## src/rtl/tmr_mode_sequencer_if.sv

```systemverilog
// Sensor, fault and status bundle between the dynamic-TMR sequencer and its datapath.
// The master drives sensors and voter faults; the slave (sequencer) drives enables and status.
interface tmr_mode_sequencer_if #(
   parameter int CMD_L = 4
);
   logic             f1;
   logic             f2;
   logic             b1;
   logic             b2;
   logic [CMD_L-1:0] err_rate;
   logic [2:0]       fault;
   logic [2:0]       en;
   logic             state;
   logic [2:0]       isolated;
   logic             failsafe;
   logic             unc_err;
   logic [2:0]       fsm_o;

   modport master (
      output f1, f2, b1, b2, err_rate, fault,
      input  en, state, isolated, failsafe, unc_err, fsm_o
   );

   modport slave (
      input  f1, f2, b1, b2, err_rate, fault,
      output en, state, isolated, failsafe, unc_err, fsm_o
   );
endinterface

```

## src/rtl/tmr_mode_sequencer.sv

```systemverilog
// Sequences the PCC replicas between simplex and voted TMR operation, tracks per-replica
// voter faults, isolates replicas over budget and latches failsafe when redundancy is lost.
//
// state      | meaning
// -----------+-----------------------------------------------------------
// S_SIMPLEX  | primary replica only, voter passes primary
// S_WARM     | all healthy replicas run to build history, not yet voted
// S_TMR      | healthy replicas voted, fault accounting active
// S_COOL     | still voting, waiting for HOLD_CYC clear cycles
// S_FAILSAFE | at most one healthy replica left; exits only on rst
module tmr_mode_sequencer #(
   parameter int CMD_L     = 4,
   parameter int MAX_ERR   = 5,
   parameter int MAX_FAULT = 5,
   parameter int CNT_W     = 3,
   parameter int WARM_CYC  = 2,
   parameter int HOLD_CYC  = 4
) (
   input  logic                  clk,
   input  logic                  rst,
   tmr_mode_sequencer_if.slave   bus
);

   localparam int WC_W = $clog2(WARM_CYC + 1);
   localparam int HC_W = $clog2(HOLD_CYC + 1);
   localparam logic [CMD_L-1:0] ERR_LIM = CMD_L'(MAX_ERR);

   typedef enum logic [2:0] {
      S_SIMPLEX  = 3'd0,
      S_WARM     = 3'd1,
      S_TMR      = 3'd2,
      S_COOL     = 3'd3,
      S_FAILSAFE = 3'd4
   } state_t;

   state_t                  state_r, state_n;
   logic [WC_W-1:0]         warm_r, warm_n;
   logic [HC_W-1:0]         hold_r, hold_n;
   logic [2:0][CNT_W-1:0]   cnt_r, cnt_n;
   logic [2:0]              iso_r, iso_n;
   logic [2:0]              en_r, en_n;
   logic                    vote_r, vote_n;
   logic                    fs_r, fs_n;
   logic                    unc_r, unc_n;

   logic                    trig;
   logic [2:0]              fault_m;
   logic [1:0]              n_flt;
   logic [1:0]              n_iso;
   logic [2:0]              prim_n;

   always_ff @(posedge clk) begin
      if (rst) begin
         state_r <= S_SIMPLEX;
         warm_r  <= '0;
         hold_r  <= '0;
         cnt_r   <= '0;
         iso_r   <= 3'b000;
         en_r    <= 3'b001;
         vote_r  <= 1'b0;
         fs_r    <= 1'b0;
         unc_r   <= 1'b0;
      end else begin
         state_r <= state_n;
         warm_r  <= warm_n;
         hold_r  <= hold_n;
         cnt_r   <= cnt_n;
         iso_r   <= iso_n;
         en_r    <= en_n;
         vote_r  <= vote_n;
         fs_r    <= fs_n;
         unc_r   <= unc_n;
      end
   end

   always_comb begin
      state_n = state_r;
      warm_n  = warm_r;
      hold_n  = hold_r;
      cnt_n   = cnt_r;
      iso_n   = iso_r;
      unc_n   = 1'b0;
      prim_n  = 3'b000;
      en_n    = 3'b000;
      vote_n  = 1'b0;
      fs_n    = 1'b0;

      trig    = bus.f1 | bus.f2 | bus.b1 | bus.b2 | (bus.err_rate >= ERR_LIM);
      fault_m = bus.fault & ~iso_r;
      n_flt   = {1'b0, fault_m[0]} + {1'b0, fault_m[1]} + {1'b0, fault_m[2]};
      n_iso   = {1'b0, iso_r[0]} + {1'b0, iso_r[1]} + {1'b0, iso_r[2]};

      // Faults only mean something while the voter is actually comparing replicas.
      if (state_r == S_TMR || state_r == S_COOL) begin
         if (n_flt == 2'd1) begin
            for (int i = 0; i < 3; i++) begin
               if (fault_m[i] && cnt_r[i] != CNT_W'(MAX_FAULT)) begin
                  cnt_n[i] = cnt_r[i] + CNT_W'(1);
                  if (cnt_n[i] == CNT_W'(MAX_FAULT)) iso_n[i] = 1'b1;
               end
            end
         end else if (n_flt > 2'd1) begin
            unc_n = 1'b1;
         end
      end

      if (n_iso >= 2'd2) begin
         state_n = S_FAILSAFE;
      end else begin
         case (state_r)
            S_SIMPLEX: begin
               if (trig) begin
                  state_n = S_WARM;
                  warm_n  = '0;
               end
            end
            S_WARM: begin
               if (!trig) begin
                  state_n = S_SIMPLEX;
               end else begin
                  warm_n = warm_r + WC_W'(1);
                  if (warm_n >= WC_W'(WARM_CYC)) state_n = S_TMR;
               end
            end
            S_TMR: begin
               if (!trig) begin
                  state_n = S_COOL;
                  hold_n  = HC_W'(1);
               end
            end
            S_COOL: begin
               if (trig) begin
                  state_n = S_TMR;
               end else begin
                  hold_n = hold_r + HC_W'(1);
                  if (hold_n >= HC_W'(HOLD_CYC)) state_n = S_SIMPLEX;
               end
            end
            default: state_n = S_FAILSAFE;
         endcase
      end

      if (!iso_n[0])      prim_n = 3'b001;
      else if (!iso_n[1]) prim_n = 3'b010;
      else if (!iso_n[2]) prim_n = 3'b100;

      // Outputs follow the next state and the isolation set that takes effect on this edge.
      case (state_n)
         S_WARM:     en_n = ~iso_n;
         S_TMR,
         S_COOL: begin
            en_n   = ~iso_n;
            vote_n = 1'b1;
         end
         S_FAILSAFE: begin
            en_n = prim_n;
            fs_n = 1'b1;
         end
         default:    en_n = prim_n;
      endcase
   end

   assign bus.en       = en_r;
   assign bus.state    = vote_r;
   assign bus.isolated = iso_r;
   assign bus.failsafe = fs_r;
   assign bus.unc_err  = unc_r;
   assign bus.fsm_o    = state_r;

endmodule

```

## src/flat_wrapper.sv

```systemverilog
// flat-port wrapper written by rule: the top's interface ports become plain ports
module tmr_mode_sequencer_flat 
#(
   parameter int CMD_L     = 4,
   parameter int MAX_ERR   = 5,
   parameter int MAX_FAULT = 5,
   parameter int CNT_W     = 3,
   parameter int WARM_CYC  = 2,
   parameter int HOLD_CYC  = 4
)
  (clk, rst, bus_f1, bus_f2, bus_b1, bus_b2, bus_err_rate, bus_fault, bus_en, bus_state, bus_isolated, bus_failsafe, bus_unc_err, bus_fsm_o);
  tmr_mode_sequencer_if #(.CMD_L(CMD_L)) bus_i ();
  input  logic clk;
  input  logic rst;
  input wire logic [$bits(bus_i.f1)-1:0] bus_f1;
  input wire logic [$bits(bus_i.f2)-1:0] bus_f2;
  input wire logic [$bits(bus_i.b1)-1:0] bus_b1;
  input wire logic [$bits(bus_i.b2)-1:0] bus_b2;
  input wire logic [$bits(bus_i.err_rate)-1:0] bus_err_rate;
  input wire logic [$bits(bus_i.fault)-1:0] bus_fault;
  output wire logic [$bits(bus_i.en)-1:0] bus_en;
  output wire logic [$bits(bus_i.state)-1:0] bus_state;
  output wire logic [$bits(bus_i.isolated)-1:0] bus_isolated;
  output wire logic [$bits(bus_i.failsafe)-1:0] bus_failsafe;
  output wire logic [$bits(bus_i.unc_err)-1:0] bus_unc_err;
  output wire logic [$bits(bus_i.fsm_o)-1:0] bus_fsm_o;
  assign bus_i.f1 = bus_f1;
  assign bus_i.f2 = bus_f2;
  assign bus_i.b1 = bus_b1;
  assign bus_i.b2 = bus_b2;
  assign bus_i.err_rate = bus_err_rate;
  assign bus_i.fault = bus_fault;
  assign bus_en = bus_i.en;
  assign bus_state = bus_i.state;
  assign bus_isolated = bus_i.isolated;
  assign bus_failsafe = bus_i.failsafe;
  assign bus_unc_err = bus_i.unc_err;
  assign bus_fsm_o = bus_i.fsm_o;
  tmr_mode_sequencer #(.CMD_L(CMD_L), .MAX_ERR(MAX_ERR), .MAX_FAULT(MAX_FAULT), .CNT_W(CNT_W), .WARM_CYC(WARM_CYC), .HOLD_CYC(HOLD_CYC)) u_core (.clk(clk), .rst(rst), .bus(bus_i));
endmodule
```

## config.mk

```make
export PLATFORM = sky130hd
export DESIGN_NAME = tmr_mode_sequencer_flat
export DESIGN_NICKNAME = d
export VERILOG_FILES = /design/src/rtl/tmr_mode_sequencer_if.sv /design/src/rtl/tmr_mode_sequencer.sv /design/src/flat_wrapper.sv
export SDC_FILE = /design/constraint.sdc
export NUM_CORES = 1
export LEC_CHECK = 0
export ABC_AREA = 0
export CORE_MARGIN = 1
export CORE_UTILIZATION = 47
export DETAILED_ROUTE_END_ITERATION = 12
export PLACE_DENSITY = 0.85
export SETUP_SLACK_MARGIN = 0.05
export SYNTH_ARGS = -nofsm -noshare
export SYNTH_HDL_FRONTEND = slang
export SYNTH_SLANG_ARGS = --single-unit
```

## constraint.sdc

```tcl
create_clock -name clk -period 2.5 [get_ports clk]
set_clock_uncertainty 0.1 [all_clocks]
set_input_delay 0.25 -clock clk [delete_from_list [all_inputs] [get_ports clk]]
set_output_delay 0.25 -clock clk [all_outputs]
set_load 0.01 [all_outputs]
```

==> flow_metrics.py <==
metrics = {
    "pwr": {
        "peakVddDrop_v": 0.000413,
        "p_seq_frac": 0.557,
        "p_comb_frac": 0.184,
        "power_density_nw_per_um2": 521,
        "internal-power_uw": 607,
        "swShare": 0.264,
        "power_frac_clock": 0.260,
        "power.leakage_uw": 0.000651,
        "switchingPower_uw": 218,
    },
    "floorplanning": {
        "dieArea_sq_um": 2910,
        "num_rows": 18,
        "initial_core_util": 0.503,
        "ios": 25,
        "fp.dieW_um": 54.0,
        "core_area_sq_um": 2520,
        "dieHeight_um": 54.0,
    },
    "final_layout": {
        "antennaDiodeCount": 0,
        "drive_gt1_frac": 0.0688,
        "nets": 186,
        "final_cell_area_sq_um": 1580,
        "area_delta_synth_final_pct": 24.7,
    },
    "timing": {
        "final_max_slew_viol_count": 0,
        "grt_setup_unrepaired": "no",
        "finalSetupViolCount": 0,
        "slew_headroom": 0.412,
        "worstMarginPinSlew_ns": 0.879,
        "final_hold_viol_count": 0,
        "period_needed_ns": 2.27,
        "hold_ws_ns": 0.399,
        "timing.fmax_mhz": 440,
        "fin_crit_sh": 0.909,
    },
    "clock_tree": {
        "cts_made_buffers": 3,
        "cts_setup_buffers": 0,
        "clock_sinks": 26,
        "cts_max_level": 1,
        "ctsResizeCount": 0,
        "clockBufferDepth": 2,
        "clkSlewWorstSetupHoldPaths_ns": 0.13,
        "clk_latency_ns": 0.32,
        "cts_tree": "built",
        "cts-root-buf": "clkbuf_4",
        "cts_hold_repair.buffers": 0,
    },
    "placement": {
        "hpwl_mm": 1.85,
        "place.gp.congestion": 0.741,
        "io_buffers": 24,
        "place_area_sq_um": 1550,
    },
    "worst_setup_path": {
        "criticalPathCategory": "register to register",
        "startpoint": "u_core.bus.isolated[0]",
        "r2r-start": "u_core.bus.isolated[0]",
        "end_kind": "register",
        "critPathMaxFanout": 4,
        "path_buf_inv": 0,
        "start_kind": "register",
        "cp_data_arrival_time_ns": 2.43,
        "crit_top_cell": "nand2b_1",
        "crit_chain": "nand2b_1 > fa_1 > nand4bb_4 > a211oi_2 > a31o_2 > nand2b_1 > a21oi_1",
        "slowest_delay_ns": 0.44,
        "crit_slowest_cell": "fa_1",
        "required_ns": 2.66,
        "path_delay_family": "compound AO/OA/AOI/OAI gates",
    },
    "logic_synthesis": {
        "synth_top_area_share": 0.410,
        "synth.most_common_cell": "dfxtp_1",
        "ys_top_cells_by_count": "26 x dfxtp_1, 19 x nor2_1, 11 x ha_1",
        "ys_seq_elements": 26,
        "avgSynthCellArea_sq_um": 9.47,
        "syn_area_sq_um": 1270,
        "synthFlopType": "dfxtp_1",
        "synth.largest_area_cell": "dfxtp_1",
        "syn_inst": 134,
        "yosys_warnings": 0,
        "synth_edf_count": 0,
        "synth.area.top_cells": "dfxtp_1 41%, ha_1 11%, nor2_1 5.6%",
        "synth_cell_types": 30,
        "syn_nets": 159,
        "yosysSeqAreaShare": 0.410,
        "ys_async_sr_fraction": 0,
    },
    "grt": {
        "antenna_found_initial": 0,
        "overflow": 0,
        "grt_pass1_vias": 1008,
        "grt_max_degree": 26,
        "grt.total_usage": 0.202,
        "grt_pass1_wl_mm": 4.15,
    },
    "drt": {
        "dr.pass1.iters": 4,
        "routed_via_density": 5.35,
        "drt_iter0_drc": 18,
        "drc": 0,
        "vias": 1016,
        "wirelength_mm": 2.47,
        "wl_per_cell_um": 13.0,
        "drtAntennaViolNets": 0,
    },
    "job": {
        "cap_violations": 0,
    },
    "worst_hold_path": {
        "hold_path_class": "register to register",
        "hold_start": "u_core.hold_r[2]",
    },
    "outcome": {
        "status": "completed",
    },
}
==> tightest hold or removal path: stages, from the launching register on <==
cell,delay (ns)
dfxtp_1,0.36
nand2_1,0.06
a21oi_1,0.05
==> power groups by stage <==
stage | clock network (uW) | logic [uW] | registers [uW]
2_1_floorplan | 0 | 81.5 | 470
3_3_place_gp | 0 | 143 | 466
3_5_place_dp | 0 | 151 | 468
4_1_cts | 219 | 152 | 459
5_1_grt | 229 | 168 | 462
6_report | 214 | 151 | 459
==> path summary, 6_finish.rpt <==
kind	to	slack (ns)	depth (start not counted)
max	u_core.bus.en[2]	0.23	7
max reg2reg	u_core.bus.en[2]	0.23	7
min	u_core.hold_r[2]	0.40	2
min reg2reg	u_core.hold_r[2]	0.40	2
==> per-stage QoR <==
| step | setup slack [ns] | setup TNS [ns] | power (uW) | instances | utilization |
|---|---|---|---|---|---|
| final | 0.228 | 0 | 824 | 190 | 0.627 |
| after global routing | 0.0711 | 0 | 859 | 190 | 0.627 |
| after CTS | 0.209 | 0 | 829 | 190 | 0.627 |
| after detailed placement | -0.0433 | -0.0699 | 619 | 186 | 0.613 |
| after global placement | 0.0542 | 0 | 609 | 186 | 0.613 |
| after floorplan | 0.354 | 0 | 552 | 134 | - |
==> cell usage in the layout, fill, tap and decap left out <==
cell             count
nor4_1               1
a211oi_2             2
a21oi_1              6
nand2b_1             8
a211oi_1             1
buf_4                2
clkbuf_4             3
fa_1                 1
nor2b_1              2
mux2i_1              4
clkbuf_8             1
nand4bb_4            1
a31oi_1              2
inv_1                8
nand3_1              2
nand4_1              1
clkdlybuf4s50_1     24
a31o_2               1
nand4b_1             2
nor3_1               5
nand2_1              7
and3_1               1
dfxtp_1             26
o31a_1               1
and2_1               1
a21o_1               2
ha_1                11
a211oi_4             1
xor2_1               8
xnor2_1              3
nor2_1              19
o21ai_0              3
==> per-layer routing <==
metal,track usage,up-vias,share of wire,wire (um)
met4,0.0789,0,0.0053,13
met1,0.224,480,0.42,1050
met5,0,-,0,0
met3,0.0339,2,0.037,92
met2,0.374,32,0.53,1320
li1,-,502,-,-
==> registers in the layout, summed over array words and instances, names as in the netlist <==
signal / count
u_core.bus.isolated: 3
u_core.warm_r: 2
u_core.hold_r: 3
u_core.cnt_r: 9
u_core.bus.fsm_o: 3
u_core.bus.failsafe: 1
u_core.bus.state: 1
u_core.bus.en: 3
u_core.bus.unc_err: 1
==> cell type report <==
| type | count | area, sq um |
|---|---|---|
| Fill cell | 228 | 941 |
| Multi-Input combinational cell | 96 | 702 |
| Sequential cell | 26 | 520 |
| Timing Repair Buffer | 26 | 255 |
| Tap cell | 30 | 37.5 |
| Clock buffer | 4 | 36.3 |
| Inverter | 8 | 30.0 |
==> cell families after synthesis <==
family | Yosys count | synth area share
compound gates | 19 | 0.112
xor+xnor | 11 | 0.0759
fa+ha+maj | 12 | 0.124
buf+inv | 12 | 0.0365
flops | 26 | 0.410
mux | 4 | 0.0316
simple gates | 50 | 0.209
(Power assumes the default switching activity.)
==> edit, RTL diff (same settings) <==
`CNT_W` is set to 3 in 2 places; all go to 5.
--- a/src/rtl/tmr_mode_sequencer.sv
+++ b/src/rtl/tmr_mode_sequencer.sv
@@ -13,5 +13,5 @@
    parameter int MAX_ERR   = 5,
    parameter int MAX_FAULT = 5,
-   parameter int CNT_W     = 3,
+   parameter int CNT_W     = 5,
    parameter int WARM_CYC  = 2,
    parameter int HOLD_CYC  = 4
--- a/src/flat_wrapper.sv
+++ b/src/flat_wrapper.sv
@@ -5,5 +5,5 @@
    parameter int MAX_ERR   = 5,
    parameter int MAX_FAULT = 5,
-   parameter int CNT_W     = 3,
+   parameter int CNT_W     = 5,
    parameter int WARM_CYC  = 2,
    parameter int HOLD_CYC  = 4
Behaviour: same outputs for any inputs over 10 cycles, from zero or initial values and one cycle with rst high; that may be too few to reach the edited logic, so the function may still have changed.
==> edit against the original RTL <==
- total power up 14%
- synthesized area rose by 26%
- utilization is 1.2 points higher
- wire length rose by 33%
- worst setup slack improved by 0.0011 ns
- cell area up 27%
- sequential cell count up 6
- sequential share of layout area shrank 1.1 points
- count of clock-buffer cells in the layout up 4
- combinational power shrank 33%
- critical path type unchanged
- critical endpoint is now u_core.bus.en[1]
==> edit: results (changes against the original RTL) <==
Clock tree
• 0.10 ns — Clock transition at path regs, was 0.13 ns
• sky130_fd_sc_hd__clkbuf_4 — Root Buffer, unchanged
• 2 — worst-case clock buffer depth, unchanged
• 2 — CTS H-tree depth, was 1
• 0 — post-CTS setup repair buffer count, unchanged
• 5 — number of clock buffers inserted by TritonCTS, was 3

Global route
• 5.64 mm — wire length of the first global-routing pass, was 4.15 mm
• 1306 — number of global-route vias before repair, was 1008
• 5.76% — met3 Use GR, was 3.39%
• 17 — maximum number of pins on one net before global-route repair, was 26
• 25.0% — Global Route met1 Usage, was 22.4%
• 21.4% — all-layer global routing usage, was 20.2%
• 36.3% — global-route track usage on met2, was 37.4%
• 0 — number of antenna violations at the first check in global routing, unchanged

Routing
• 13.3 um — average wire per cell in the routed design, was 13.0 um
• 1.63 mm — met2 WL post-DR, was 1.32 mm
• met4 — highest metal layer used by the detailed router, unchanged
• 1.45 mm — wl on met1, was 1.05 mm
• 5.23 — via density per instance, was 5.35
• 29 — iteration-0 DRC count of the detailed router, was 18
• 150 um — wire length on met3, was 92 um

Final layout
• 228 — number of nets in the final layout, was 186
• 15 — max FFs per register, was 9
• 285 — number of fill cells in the layout, was 228
• 0 — # diodes, unchanged
• u_core.cnt_r — register with the most flip-flops, unchanged
• 12.7% — fraction of final layout cells sized beyond drive strength 1, was 6.88%

Synth
• sky130_fd_sc_hd__dfxtp_1 — most common flop cell mapped by yosys, unchanged
• 40.0% — sequential fraction of the synthesis area, was 41.0%
• 192 — total nets after synthesis, was 159
• 0 — yosys synthesis warning count, unchanged
• sky130_fd_sc_hd__dfxtp_1, sky130_fd_sc_hd__nor2_1, sky130_fd_sc_hd__ha_1, sky130_fd_sc_hd__xnor2_1, sky130_fd_sc_hd__inv_1 — Synth top cells by count, was sky130_fd_sc_hd__dfxtp_1, sky130_fd_sc_hd__nor2_1, sky130_fd_sc_hd__ha_1
• sky130_fd_sc_hd__dfxtp_1, sky130_fd_sc_hd__ha_1, sky130_fd_sc_hd__xnor2_1, sky130_fd_sc_hd__nor2_1, sky130_fd_sc_hd__xor2_1 — main area contributors after synthesis, was sky130_fd_sc_hd__dfxtp_1, sky130_fd_sc_hd__ha_1, sky130_fd_sc_hd__nor2_1, sky130_fd_sc_hd__xor2_1, sky130_fd_sc_hd__nand2b_1
• 40 — number of distinct library cell variants in the gate-level netlist after synthesis, was 30

Worst hold path
• reg -> reg — path category of the worst min-delay check, unchanged

Placed design
• 0.754 — routability-driven placement congestion ratio, was 0.741
• 0.00195 sq mm — placed standard-cell area, was 0.00155 sq mm
• 2.50 mm — half-perimeter wire length after placement, was 1.85 mm
• -0.0558 ns — setup slack after placement, was -0.0433 ns
• 24 — Port Buffer Count, unchanged

Power
• 0.325 mV — IR drop worst, VDD, was 0.413 mV
• 0.749 nW — Pleak, was 0.651 nW
• 23.9% — fraction of power spent switching nets, was 26.4%

Critical path
• 9 — highest fanout seen on the critical path, was 4
• 2.43 ns — WP data arrival, about the same

Timing
• 0.658 ns — transition at the pin with the smallest max-transition slack, was 0.879 ns

Outcome
• complete, no violations — status, unchanged

-- edit: cell types whose count changed in the layout (fill, tap and decap cells not counted), moves of 3 or more --
cell,delta
sky130_fd_sc_hd__nor3_4,+3
sky130_fd_sc_hd__nand2b_1,-3
sky130_fd_sc_hd__o21ai_0,-3
sky130_fd_sc_hd__nand3_1,+6
sky130_fd_sc_hd__xnor2_1,+8
sky130_fd_sc_hd__nor4bb_1,+3
sky130_fd_sc_hd__dfxtp_1,+6
sky130_fd_sc_hd__buf_4,+7
-- edit: per-stage QoR --
stage	utilization (%)	power, W	std cells
global route	63.8	0.000979	248
detailed placement	61.8	0.000644	240
global placement	61.8	0.000639	240
finish	63.8	0.000943	248
CTS	63.7	0.000951	248
floorplan	-	0.000590	167
-- edit: repair_timing --
action                                  4_1_cts  5_1_grt
resized for setup                             0        1
hold buffers                                  0        0
endpoints found under the setup margin        0        1
-- edit: final timing paths --
kind | cells past startpoint | slack [ns] | end | start
setup / recovery | 8 | 0.23 | u_core.bus.en[1] | u_core.bus.isolated[2]
hold / removal | 2 | 0.41 | u_core.hold_r[1] | u_core.hold_r[1]
hold reg to reg | 2 | 0.41 | u_core.hold_r[1] | u_core.hold_r[1]
setup reg to reg | 8 | 0.23 | u_core.bus.en[1] | u_core.bus.isolated[2]
-- edit: area by class of cell --
class | instances | area, sq um | area share [%]
inverters | 9 | 33.8 | 1.68
multi-input cells | 122 | 917 | 45.6
clock buffers | 8 | 58.8 | 2.92
flip-flops and latches | 32 | 641 | 31.8
repair buffers | 33 | 308 | 15.3
well taps | 44 | 55.1 | 2.73
-- edit: cells by family after synthesis --
logic type / Yosys count / synth area share (%)
muxes: 5 / 3.13
buffers and inverters: 13 / 3.12
DFF: 32 / 40.0
AOI/OAI and AO/OA: 15 / 6.49
xor gates and xnor gates: 18 / 9.84
and+or+nand+nor: 72 / 27.6
adders and majority gates: 12 / 9.84
-- edit: power groups by stage --
stage	registers, W	clock network, W	logic (W)
6_report	0.000532	0.000310	0.000101
5_1_grt	0.000534	0.000335	0.000110
4_1_cts	0.000532	0.000318	0.000101
3_5_place_dp	0.000544	0	0.0000998
3_3_place_gp	0.000543	0	0.0000955
2_1_floorplan	0.000546	0	0.0000444
-- edit: worst max-delay path, cell delays in order, from the launching register on --
cell                        delay [ns]
sky130_fd_sc_hd__dfxtp_1          0.42
sky130_fd_sc_hd__nand2b_1         0.19
sky130_fd_sc_hd__fa_1             0.43
sky130_fd_sc_hd__nand4bb_1        0.19
sky130_fd_sc_hd__buf_4            0.19
sky130_fd_sc_hd__nor3_4           0.24
sky130_fd_sc_hd__a41o_1           0.24
sky130_fd_sc_hd__inv_1            0.06
sky130_fd_sc_hd__a21oi_1          0.14
